## src/rtl/uart_rx_ovs.sv

```systemverilog
// 16x oversampling UART receiver: majority-voted bit sampling, optional parity,
// 1 or 2 stop bits, break detection and a single-word valid/ready output holding register.
module uart_rx_ovs #(
    parameter int CLK_RATE   = 100000000,
    parameter int BAUD_RATE  = 115200,
    parameter int WORD_WIDTH = 8,
    parameter int PARITY     = 0,
    parameter int STOP_BITS  = 1
) (
    input  logic                  clock,
    input  logic                  rst,
    input  logic                  rx_data_in,
    output logic [WORD_WIDTH-1:0] rx_data_out,
    output logic                  rx_data_valid,
    input  logic                  rx_ready,
    output logic                  rx_parity_err,
    output logic                  rx_frame_err,
    output logic                  rx_overrun,
    output logic                  rx_break,
    output logic                  s_idle,
    output logic                  s_start,
    output logic                  s_data,
    output logic                  s_parity,
    output logic                  s_stop,
    output logic                  s_wait
);

    typedef enum logic [2:0] {ST_IDLE, ST_START, ST_DATA, ST_PARITY, ST_STOP, ST_WAIT} state_t;

    localparam int TICK_DIV = CLK_RATE / (BAUD_RATE * 16);
    localparam int DIV_W = (TICK_DIV > 1) ? $clog2(TICK_DIV) : 1;
    localparam logic [DIV_W-1:0] DIV_MAX = DIV_W'(TICK_DIV - 1);
    localparam logic [3:0] LAST_BIT  = 4'(WORD_WIDTH - 1);
    localparam logic       LAST_STOP = 1'(STOP_BITS - 1);
    localparam logic       ODD       = (PARITY == 1);

    state_t                  state_q, state_d;
    logic [1:0]              sync_q, sync_d;
    logic                    rx_prev_q, rx_prev_d;
    logic [DIV_W-1:0]        div_q, div_d;
    logic [3:0]              tick_cnt_q, tick_cnt_d;
    logic [1:0]              vote_q, vote_d;
    logic [3:0]              bit_cnt_q, bit_cnt_d;
    logic                    stop_cnt_q, stop_cnt_d;
    logic [WORD_WIDTH-1:0]   shift_q, shift_d;
    logic                    par_bit_q, par_bit_d;
    logic                    par_err_q, par_err_d;
    logic                    frm_err_q, frm_err_d;
    logic [WORD_WIDTH-1:0]   data_out_q, data_out_d;
    logic                    valid_q, valid_d;
    logic                    perr_out_q, perr_out_d;
    logic                    ferr_out_q, ferr_out_d;
    logic                    ovr_q, ovr_d;
    logic                    brk_q, brk_d;

    logic       rx_s, tick, mid, bit_end, maj;
    logic [1:0] vote_sum;
    logic       frame_done, frame_ferr, is_break, brk_par_ok, handshake;

    assign rx_s     = sync_q[1];
    assign tick     = (div_q == DIV_MAX);
    assign mid      = tick && (tick_cnt_q == 4'd9);
    assign bit_end  = tick && (tick_cnt_q == 4'd15);
    assign vote_sum = vote_q + {1'b0, rx_s};
    // Votes from ticks 7 and 8 plus the live tick-9 sample: two or more ones is a 1.
    assign maj      = vote_sum[1];

    always_comb begin
        sync_d     = {sync_q[0], rx_data_in};
        rx_prev_d  = rx_s;
        state_d    = state_q;
        div_d      = tick ? '0 : div_q + 1'b1;
        tick_cnt_d = tick_cnt_q;
        vote_d     = vote_q;
        bit_cnt_d  = bit_cnt_q;
        stop_cnt_d = stop_cnt_q;
        shift_d    = shift_q;
        par_bit_d  = par_bit_q;
        par_err_d  = par_err_q;
        frm_err_d  = frm_err_q;
        frame_done = 1'b0;
        frame_ferr = frm_err_q;

        if (state_q != ST_IDLE && state_q != ST_WAIT && tick) begin
            tick_cnt_d = tick_cnt_q + 4'd1;
            if (tick_cnt_q == 4'd7 || tick_cnt_q == 4'd8) vote_d = vote_sum;
            if (tick_cnt_q == 4'd9) vote_d = '0;
        end

        case (state_q)
            ST_IDLE: begin
                if (rx_prev_q && !rx_s) begin
                    state_d    = ST_START;
                    div_d      = '0;
                    tick_cnt_d = '0;
                    vote_d     = '0;
                end
            end
            ST_START: begin
                if (mid && maj) begin
                    state_d = ST_IDLE;
                end else if (bit_end) begin
                    state_d   = ST_DATA;
                    bit_cnt_d = '0;
                    par_err_d = 1'b0;
                    frm_err_d = 1'b0;
                end
            end
            ST_DATA: begin
                if (mid) shift_d = {maj, shift_q[WORD_WIDTH-1:1]};
                if (bit_end) begin
                    if (bit_cnt_q == LAST_BIT) begin
                        stop_cnt_d = 1'b0;
                        state_d    = (PARITY != 0) ? ST_PARITY : ST_STOP;
                    end else begin
                        bit_cnt_d = bit_cnt_q + 4'd1;
                    end
                end
            end
            ST_PARITY: begin
                if (mid) begin
                    par_bit_d = maj;
                    par_err_d = ((^shift_q) ^ maj) != ODD;
                end
                if (bit_end) state_d = ST_STOP;
            end
            ST_STOP: begin
                if (mid) begin
                    frame_ferr = frm_err_q | ~maj;
                    frm_err_d  = frame_ferr;
                    // Finish at mid-bit so a start bit right after the stop bit is not missed.
                    if (stop_cnt_q == LAST_STOP) begin
                        frame_done = 1'b1;
                        state_d    = maj ? ST_IDLE : ST_WAIT;
                        tick_cnt_d = '0;
                    end
                end else if (bit_end) begin
                    stop_cnt_d = stop_cnt_q + 1'b1;
                end
            end
            ST_WAIT: begin
                // tick_cnt_q counts consecutive high ticks here.
                if (tick) begin
                    if (!rx_s) tick_cnt_d = '0;
                    else if (tick_cnt_q == 4'd15) state_d = ST_IDLE;
                    else tick_cnt_d = tick_cnt_q + 4'd1;
                end
            end
            default: state_d = ST_IDLE;
        endcase
    end

    // Output holding register. Handshake: the word and flags are offered while
    // rx_data_valid is high and are consumed in any cycle where rx_ready is also high.
    always_comb begin
        handshake  = valid_q && rx_ready;
        brk_par_ok = (PARITY == 0) ? 1'b1 : ~par_bit_q;
        is_break   = (shift_q == '0) && brk_par_ok && frame_ferr;
        data_out_d = data_out_q;
        perr_out_d = perr_out_q;
        ferr_out_d = ferr_out_q;
        valid_d    = valid_q && !handshake;
        ovr_d      = 1'b0;
        brk_d      = 1'b0;
        if (frame_done) begin
            if (is_break) begin
                brk_d = 1'b1;
            end else if (!valid_q || handshake) begin
                data_out_d = shift_q;
                perr_out_d = par_err_q;
                ferr_out_d = frame_ferr;
                valid_d    = 1'b1;
            end else begin
                ovr_d = 1'b1;
            end
        end
    end

    always_ff @(posedge clock or posedge rst) begin
        if (rst) begin
            state_q    <= ST_IDLE;
            sync_q     <= 2'b11;
            rx_prev_q  <= 1'b1;
            div_q      <= '0;
            tick_cnt_q <= '0;
            vote_q     <= '0;
            bit_cnt_q  <= '0;
            stop_cnt_q <= 1'b0;
            shift_q    <= '0;
            par_bit_q  <= 1'b0;
            par_err_q  <= 1'b0;
            frm_err_q  <= 1'b0;
            data_out_q <= '0;
            valid_q    <= 1'b0;
            perr_out_q <= 1'b0;
            ferr_out_q <= 1'b0;
            ovr_q      <= 1'b0;
            brk_q      <= 1'b0;
        end else begin
            state_q    <= state_d;
            sync_q     <= sync_d;
            rx_prev_q  <= rx_prev_d;
            div_q      <= div_d;
            tick_cnt_q <= tick_cnt_d;
            vote_q     <= vote_d;
            bit_cnt_q  <= bit_cnt_d;
            stop_cnt_q <= stop_cnt_d;
            shift_q    <= shift_d;
            par_bit_q  <= par_bit_d;
            par_err_q  <= par_err_d;
            frm_err_q  <= frm_err_d;
            data_out_q <= data_out_d;
            valid_q    <= valid_d;
            perr_out_q <= perr_out_d;
            ferr_out_q <= ferr_out_d;
            ovr_q      <= ovr_d;
            brk_q      <= brk_d;
        end
    end

    assign rx_data_out   = data_out_q;
    assign rx_data_valid = valid_q;
    assign rx_parity_err = perr_out_q;
    assign rx_frame_err  = ferr_out_q;
    assign rx_overrun    = ovr_q;
    assign rx_break      = brk_q;
    assign s_idle        = (state_q == ST_IDLE);
    assign s_start       = (state_q == ST_START);
    assign s_data        = (state_q == ST_DATA);
    assign s_parity      = (state_q == ST_PARITY);
    assign s_stop        = (state_q == ST_STOP);
    assign s_wait        = (state_q == ST_WAIT);

endmodule

```

## config.mk

```make
export PLATFORM = sky130hd
export DESIGN_NAME = uart_rx_ovs
export DESIGN_NICKNAME = d
export VERILOG_FILES = /design/src/rtl/uart_rx_ovs.sv
export SDC_FILE = /design/constraint.sdc
export NUM_CORES = 1
export LEC_CHECK = 0
export ABC_CLOCK_PERIOD_IN_PS = 2200
export CORE_ASPECT_RATIO = 1.75
export CORE_UTILIZATION = 55
export CTS_CLUSTER_DIAMETER = 150
export DETAILED_ROUTE_END_ITERATION = 8
export PLACE_DENSITY_LB_ADDON = 0.2
export SKIP_CTS_REPAIR_TIMING = 1
export SLEW_MARGIN = 20
export SYNTH_ARGS = -nofsm -noshare
export SYNTH_HDL_FRONTEND = slang
export SYNTH_SLANG_ARGS = --single-unit
```

## constraint.sdc

```tcl
create_clock -name clock -period 2.2 [get_ports clock]
set_input_delay 0.66 -clock clock [delete_from_list [all_inputs] [get_ports clock]]
set_output_delay 0.66 -clock clock [all_outputs]
set_load 0.03 [all_outputs]
```

== Word level (Yosys, flattened, before mapping) ==
Index checks and enable logic that the tools add are counted.

* Flip-flop bits (word level): 46
* Latch bits: 0
* Memory bits (writable): 0
* Memory bits (read-only): 0
* Bits of input ports: 4
* Logic and storage cells: 140
* Memories: 0

* $add $sub $neg: 5
* Multiply operators: 0
* Div/mod/pow operators: 0
* Order comparisons: 0
* Equality and inequality tests: 28
* Shift operators: 0
* Multiplexer cells: 57
* Bitwise gates (word level): 4
* Reduce and logical (&&, ||, !) cells: 29

{| class="wikitable"
|+ Operators by type and width
! operator !! number
|-
| 4-bit two-way mux || 11
|-
| 3-bit two-way mux || 12
|-
| 2-bit by 1-bit inequality test with 1-bit output, second input constant || 11
|-
| 1-bit two-way mux || 20
|-
| 6-bit two-way mux || 3
|-
| 3-bit one-hot mux with 6 select lines || 1
|-
| 4-bit equality test, second input constant || 3
|-
| 4-bit one-hot mux with 3 select lines || 1
|-
| 2-bit two-way mux || 5
|-
| 10-bit AND reduction || 1
|-
| 5-bit AND reduction || 2
|-
| 1-bit logical AND || 9
|-
| 4-bit by 1-bit adder with 4-bit output, second input constant || 2
|-
| 4-bit by 3-bit equality test with 1-bit output, second input constant || 2
|-
| 8-bit zero test || 1
|-
| 2-bit inequality test, second input constant || 4
|-
| 4-bit one-hot mux with 2 select lines || 1
|-
| 2-bit nonzero test || 4
|-
| 8-bit XOR reduction || 1
|-
| 6-bit by 1-bit adder with 6-bit output, second input constant || 1
|-
| 3-bit by 2-bit equality test with 1-bit output, second input constant || 2
|-
| 3-bit equality test, second input constant || 2
|-
| 6-bit equality test, second input constant || 1
|-
| 1-bit one-hot mux with 2 select lines || 3
|-
| 15 further kinds || 20
|}

== Logic depth before layout (Yosys ltp) ==
* Depth in word-level cells: 8
* Gate-level depth with buffers: 8

== Worst setup path before layout ==
No wires, ideal clock.

* Path kind: reg2reg
* Start: register state_q[1]
* End: register state_q[2]
* Setup time: 0.125 ns
* Data arrival time: 2.074 ns
* Path slack: 0.001 ns
* Stages on the path, launching flop included: 7
* Buffers on the path: 1
* Period minus slack after synthesis: 2.199 ns
* Cells stage by stage: dfrtp_1 -> buf_2 -> nor3_1 -> nor2b_1 -> a2111oi_4 -> o21ai_2 -> mux2_4

* Cells in the longest elaborated chain, start to end: 3

{| class="wikitable"
|+ Ends and longest elaborated chain
! what !! RTL line !! RTL
|-
| start, declared || 37 || <nowiki>state_t state_q, state_d;</nowiki>
|-
| start signal, assigned || 200 || <nowiki>state_q <= state_d;</nowiki>
|-
| 3-bit zero test * || n/a ||
|-
| named net s_idle || 20 || <nowiki>output logic s_idle,</nowiki>
|-
| 2-bit by 1-bit inequality test with 1-bit output (no line) || n/a ||
|-
| 10-bit AND reduction (no line) || n/a ||
|}

The timed path passes the listed nets; every way through them passes the cells marked *.
A chain may end at the register's enable or synchronous reset.

== Worst setup path after layout ==
* Start: register state_q[0]
* End: output port s_start

* Cells in the longest elaborated chain, start to end: 1

{| class="wikitable"
|+ Ends and longest elaborated chain
! what !! RTL line !! RTL
|-
| 3-bit by 1-bit equality test with 1-bit output || 228 || <nowiki>assign s_start = (state_q == ST_START);</nowiki>
|-
| end, declared || 21 || <nowiki>output logic s_start,</nowiki>
|}

No other way between the ends.

==> metrics list <==
- TritonCTS clock tree: done
* Arrival time worst endpoint: 1.48 ns
* Buf+Inv Stages, Crit Path: 3
- For this run, the slowest stage of the critical path takes between 0.4 and 0.5 ns.
* Data required, critical path: 1.54 ns
* List of cells traversed by the critical path: buf_6, or3b_4, inv_2, buf_4
- Number of cells after detailed placement: 324
- Share of layout cells above drive strength 1: 20.6%
* Util after Layout: 67.9%
* Slowest stage cell, crit path: sky130_fd_sc_hd__or3b_4
* Total number of nets in the final design: 300
* H-tree level count: 2
* Simple-gate share of the synthesized area: about a fifth
- The number of different library cells used by synthesis comes to 57.
- Root buffer cell: sky130_fd_sc_hd__clkbuf_8
- Endpoint kind of the worst setup timing path: output port
* Instance count along the most critical hold path: 0
- Detailed routing inserted a total of approximately 1900 vias.
- Setup violations remaining at the end of the flow were counted as 0.
* Routed wire per std cell: 14.5 um
- Critical path startpoint category: flip-flop
- Between clock sinks in the finished design, the worst skew comes to 0.00787 ns.
- The run finished with clean final reports.
- Max transition margin: 72.0%
* Detailed-routing iteration count for the pre-antenna-repair pass: 4
- Most frequently used flop master after synthesis: sky130_fd_sc_hd__dfrtp_1
- Transition time of the tightest slew-check pin: 0.414 ns
* Max-slew violations: 0
- Entering global routing, the biggest net connects 35 pins.
- Area enclosed by the die boundary: slightly below 5000 um2
- Across every metal layer, demand over resource in global routing totals 23.1%.
* Max VDD drop: 0.777 mV
- In this run the count of I/O pins placed on the die edge is 23.
* Storage element area: 1160 um2
* Antenna diode count: 0
- First-pass GRT wire length: 8270 um
- The final hold violation count is 0.
- The floorplan step defined a core boundary enclosing between 4000 and 5000 um2.
- Routability-driven placement finished with a final weighted congestion of 0.874.
- Detailed placement finished with a half-perimeter wire length of around 3700 um.
- Maximum fanout encountered on the critical timing path: 6
- Derived from the worst setup path, the maximum achievable clock frequency is 467 MHz.
- No sink is reached through more buffers than the 2 on the longest clock path.
* Summed instance area of the synthesized netlist: 2520 um2
- The initial antenna violation count came to 0.
- With fillers left out, the area of the finished cells amounts to 2990 um2.
* Starting utilization of the core area: 57.3%
- Min Clock Period, post-route: 2.14 ns
- Net count of the mapped netlist: 265
- Global routing finished with a remaining overflow of 0.
- Max_cap viols: 0
- Summing the areas of all compound-gate instances in the mapped netlist gives about an eighth of the synthesized area.
- Die Y: around 92 um
* Commonest non-fill, non-tap cells in the layout: sky130_fd_sc_hd__dfrtp_1, sky130_fd_sc_hd__nand2_1, sky130_fd_sc_hd__nor2_1
- Number of DRC markers after the initial detailed-route iteration: just under 50
- Yosys printed 0 warnings.
- Counting buffers and inverters, the worst setup path is 4 cells deep.
- In this run the tool buffered the top-level ports with 22 buffer cells.
* Number of buffers added by the clock tree synthesis step: 5
- Number of rows created at floorplan: 32
* Antenna violation net count after detailed routing: 0
- Total area of multi-input combinational cells: 1260 um2
- Adder-cell area share of the yosys netlist: 5.45%
- Multiplexer cells account for 6.64% of the synthesized area.
* Power after layout: approximately 2.7 mW
* HP Class: flip-flop to flip-flop
* Fraction of registers with async set/reset: between 90% and 100%
- Layout-stage area growth over the synthesis result: 18.5%
* Area share of xor/xnor cells in the synthesized design: 4.51%
- DRC: 0
- Largest family of logic cells by synthesized area: simple AND/OR/NAND/NOR gates
* Flops & latches, synth: 46
- Leaving out fill and tap cells, the most frequent cell in the layout is sky130_fd_sc_hd__dfrtp_1.
* Final routed wirelength across all metal layers: 4880 um
- The placed instances occupy a cell area of 2830 um2.
- Routed vias/inst: 5.69
* Unrepaired setup endpoints after global routing: no
- Share of the yosys chip area belonging to registers: 45.8%
* Tcrit/Tclk final: 97.3%
- In this run the static leakage power is around 1.4 nW.
- Average cell area after synthesis: 10.1 um2
- Via count of the first global-routing pass: 1905
* Clock slew seen by the registers of the worst setup and hold paths: roughly 0.09 ns
- Cell Count, Final, Fillers Out: 337
- Fraction of synthesized cell area taken by the top area cell type: between 40% and 50%
- The clock reaches the later pin of the worst-skew pair after around 0.30 ns.
- The worst register-to-register path has a depth of 6.
* Fillers: 364
- Synthesis produced 250 cells.
* Die Width: 53.2 um
- In the post-synthesis netlist, the biggest area contributors are sky130_fd_sc_hd__dfrtp_1, sky130_fd_sc_hd__ha_1, sky130_fd_sc_hd__nand2_1.
- Cell Pwr Density: 893 nW/um2
* Worst setup path category: flip-flop to output port
- sky130_fd_sc_hd__dfrtp_1 takes more of the synthesized area than any other cell.
- Worst path top cell family by delay: simple AND/OR/NAND/NOR gates
- CTS sink count: 46
- In this run, synthesis inferred 0 flip-flops with an integrated enable.
## per-stage QoR
step / worst slack (ns) / setup TNS [ns] / hold WS [ns]
floorplan: 0.000773 / 0 / 0.345
global route: 0.00395 / 0 / 0.365
CTS: -0.139 / -0.395 / 0.364
detailed placement: 0.140 / 0 / 0.353
global placement: 0.175 / 0 / 0.346
finish: 0.0593 / 0 / 0.358
## cells by family (layout without fill, tap and decap cells)
kind of cell / Yosys count / count (layout)
AO/OA/AOI/OAI: 48 / 48
XOR/XNOR: 13 / 13
adder cells (fa/ha/maj): 11 / 11
buffers and inverters: 28 / 64
flip-flops: 46 / 46
multiplexers: 15 / 15
AND/OR/NAND/NOR: 89 / 89
## sequential cells by signal, indices dropped and copies added, names as in the netlist
| signal | cells |
|---|---|
| rx_overrun | 1 |
| rx_prev_q | 1 |
| vote_q | 2 |
| rx_parity_err | 1 |
| state_q | 3 |
| rx_data_valid | 1 |
| frm_err_q | 1 |
| rx_break | 1 |
| rx_data_out | 8 |
| div_q | 6 |
| par_err_q | 1 |
| bit_cnt_q | 4 |
| tick_cnt_q | 4 |
| stop_cnt_q | 1 |
| shift_q | 8 |
| sync_q | 2 |
| rx_frame_err | 1 |
## metal layers
layer	vias to the layer above	GRT usage (%)	share of wire, %
li1	939	-	-
met2	43	38.0	54
met4	0	12.7	3.9
met3	19	4.31	2.9
met5	-	0	0
met1	915	26.9	40
## path summary, 6_finish.rpt
kind | startpoint | end | slack (ns)
min | sync_q[0] | sync_q[1] | 0.36
min in group asynchronous | rst | tick_cnt_q[2] | 0.61
max | state_q[0] | s_start | 0.06
max in group asynchronous | rst | sync_q[1] | 1.06
max reg2reg | sync_q[1] | rx_data_out[7] | 0.15
min reg2reg | sync_q[0] | sync_q[1] | 0.36
## cell usage after synthesis, drive strengths merged, types with 5 or more instances
| cell | count |
|---|---|
| nor2 | 21 |
| ha | 11 |
| a21oi | 9 |
| nand2 | 24 |
| buf | 6 |
| xor2 | 5 |
| dfrtp | 43 |
| xnor2 | 8 |
| inv | 21 |
| o21ai | 20 |
| mux2 | 11 |
| nand3 | 13 |
## worst reg2reg max path: cells and delay by family (launching register included)
family	cells	cell delay [ns]
muxes	1	0.38
AOI/OAI and AO/OA	1	0.19
adders and majority gates	1	0.24
and+or+nand+nor	1	0.20
buffers and inverters	1	0.15
DFF	1	0.63
xor gates and xnor gates	1	0.14
## layout make-up
type	count	area share, %
Sequential cell	46	38.7
Inverter	21	2.80
Timing Repair Buffer	35	10.6
Clock inverter	1	0.293
Multi-Input combinational cell	176	42.3
Clock buffer	7	3.22
Tap cell	51	2.13
## power by group
group	total (mW)	leakage, nW	internal [mW]	switching (mW)
clock network	0.579	0.0544	0.288	0.291
registers	1.07	0.604	0.949	0.119
logic	1.02	0.695	0.464	0.558
No activity file was read; power rests on OpenSTA's default activity.
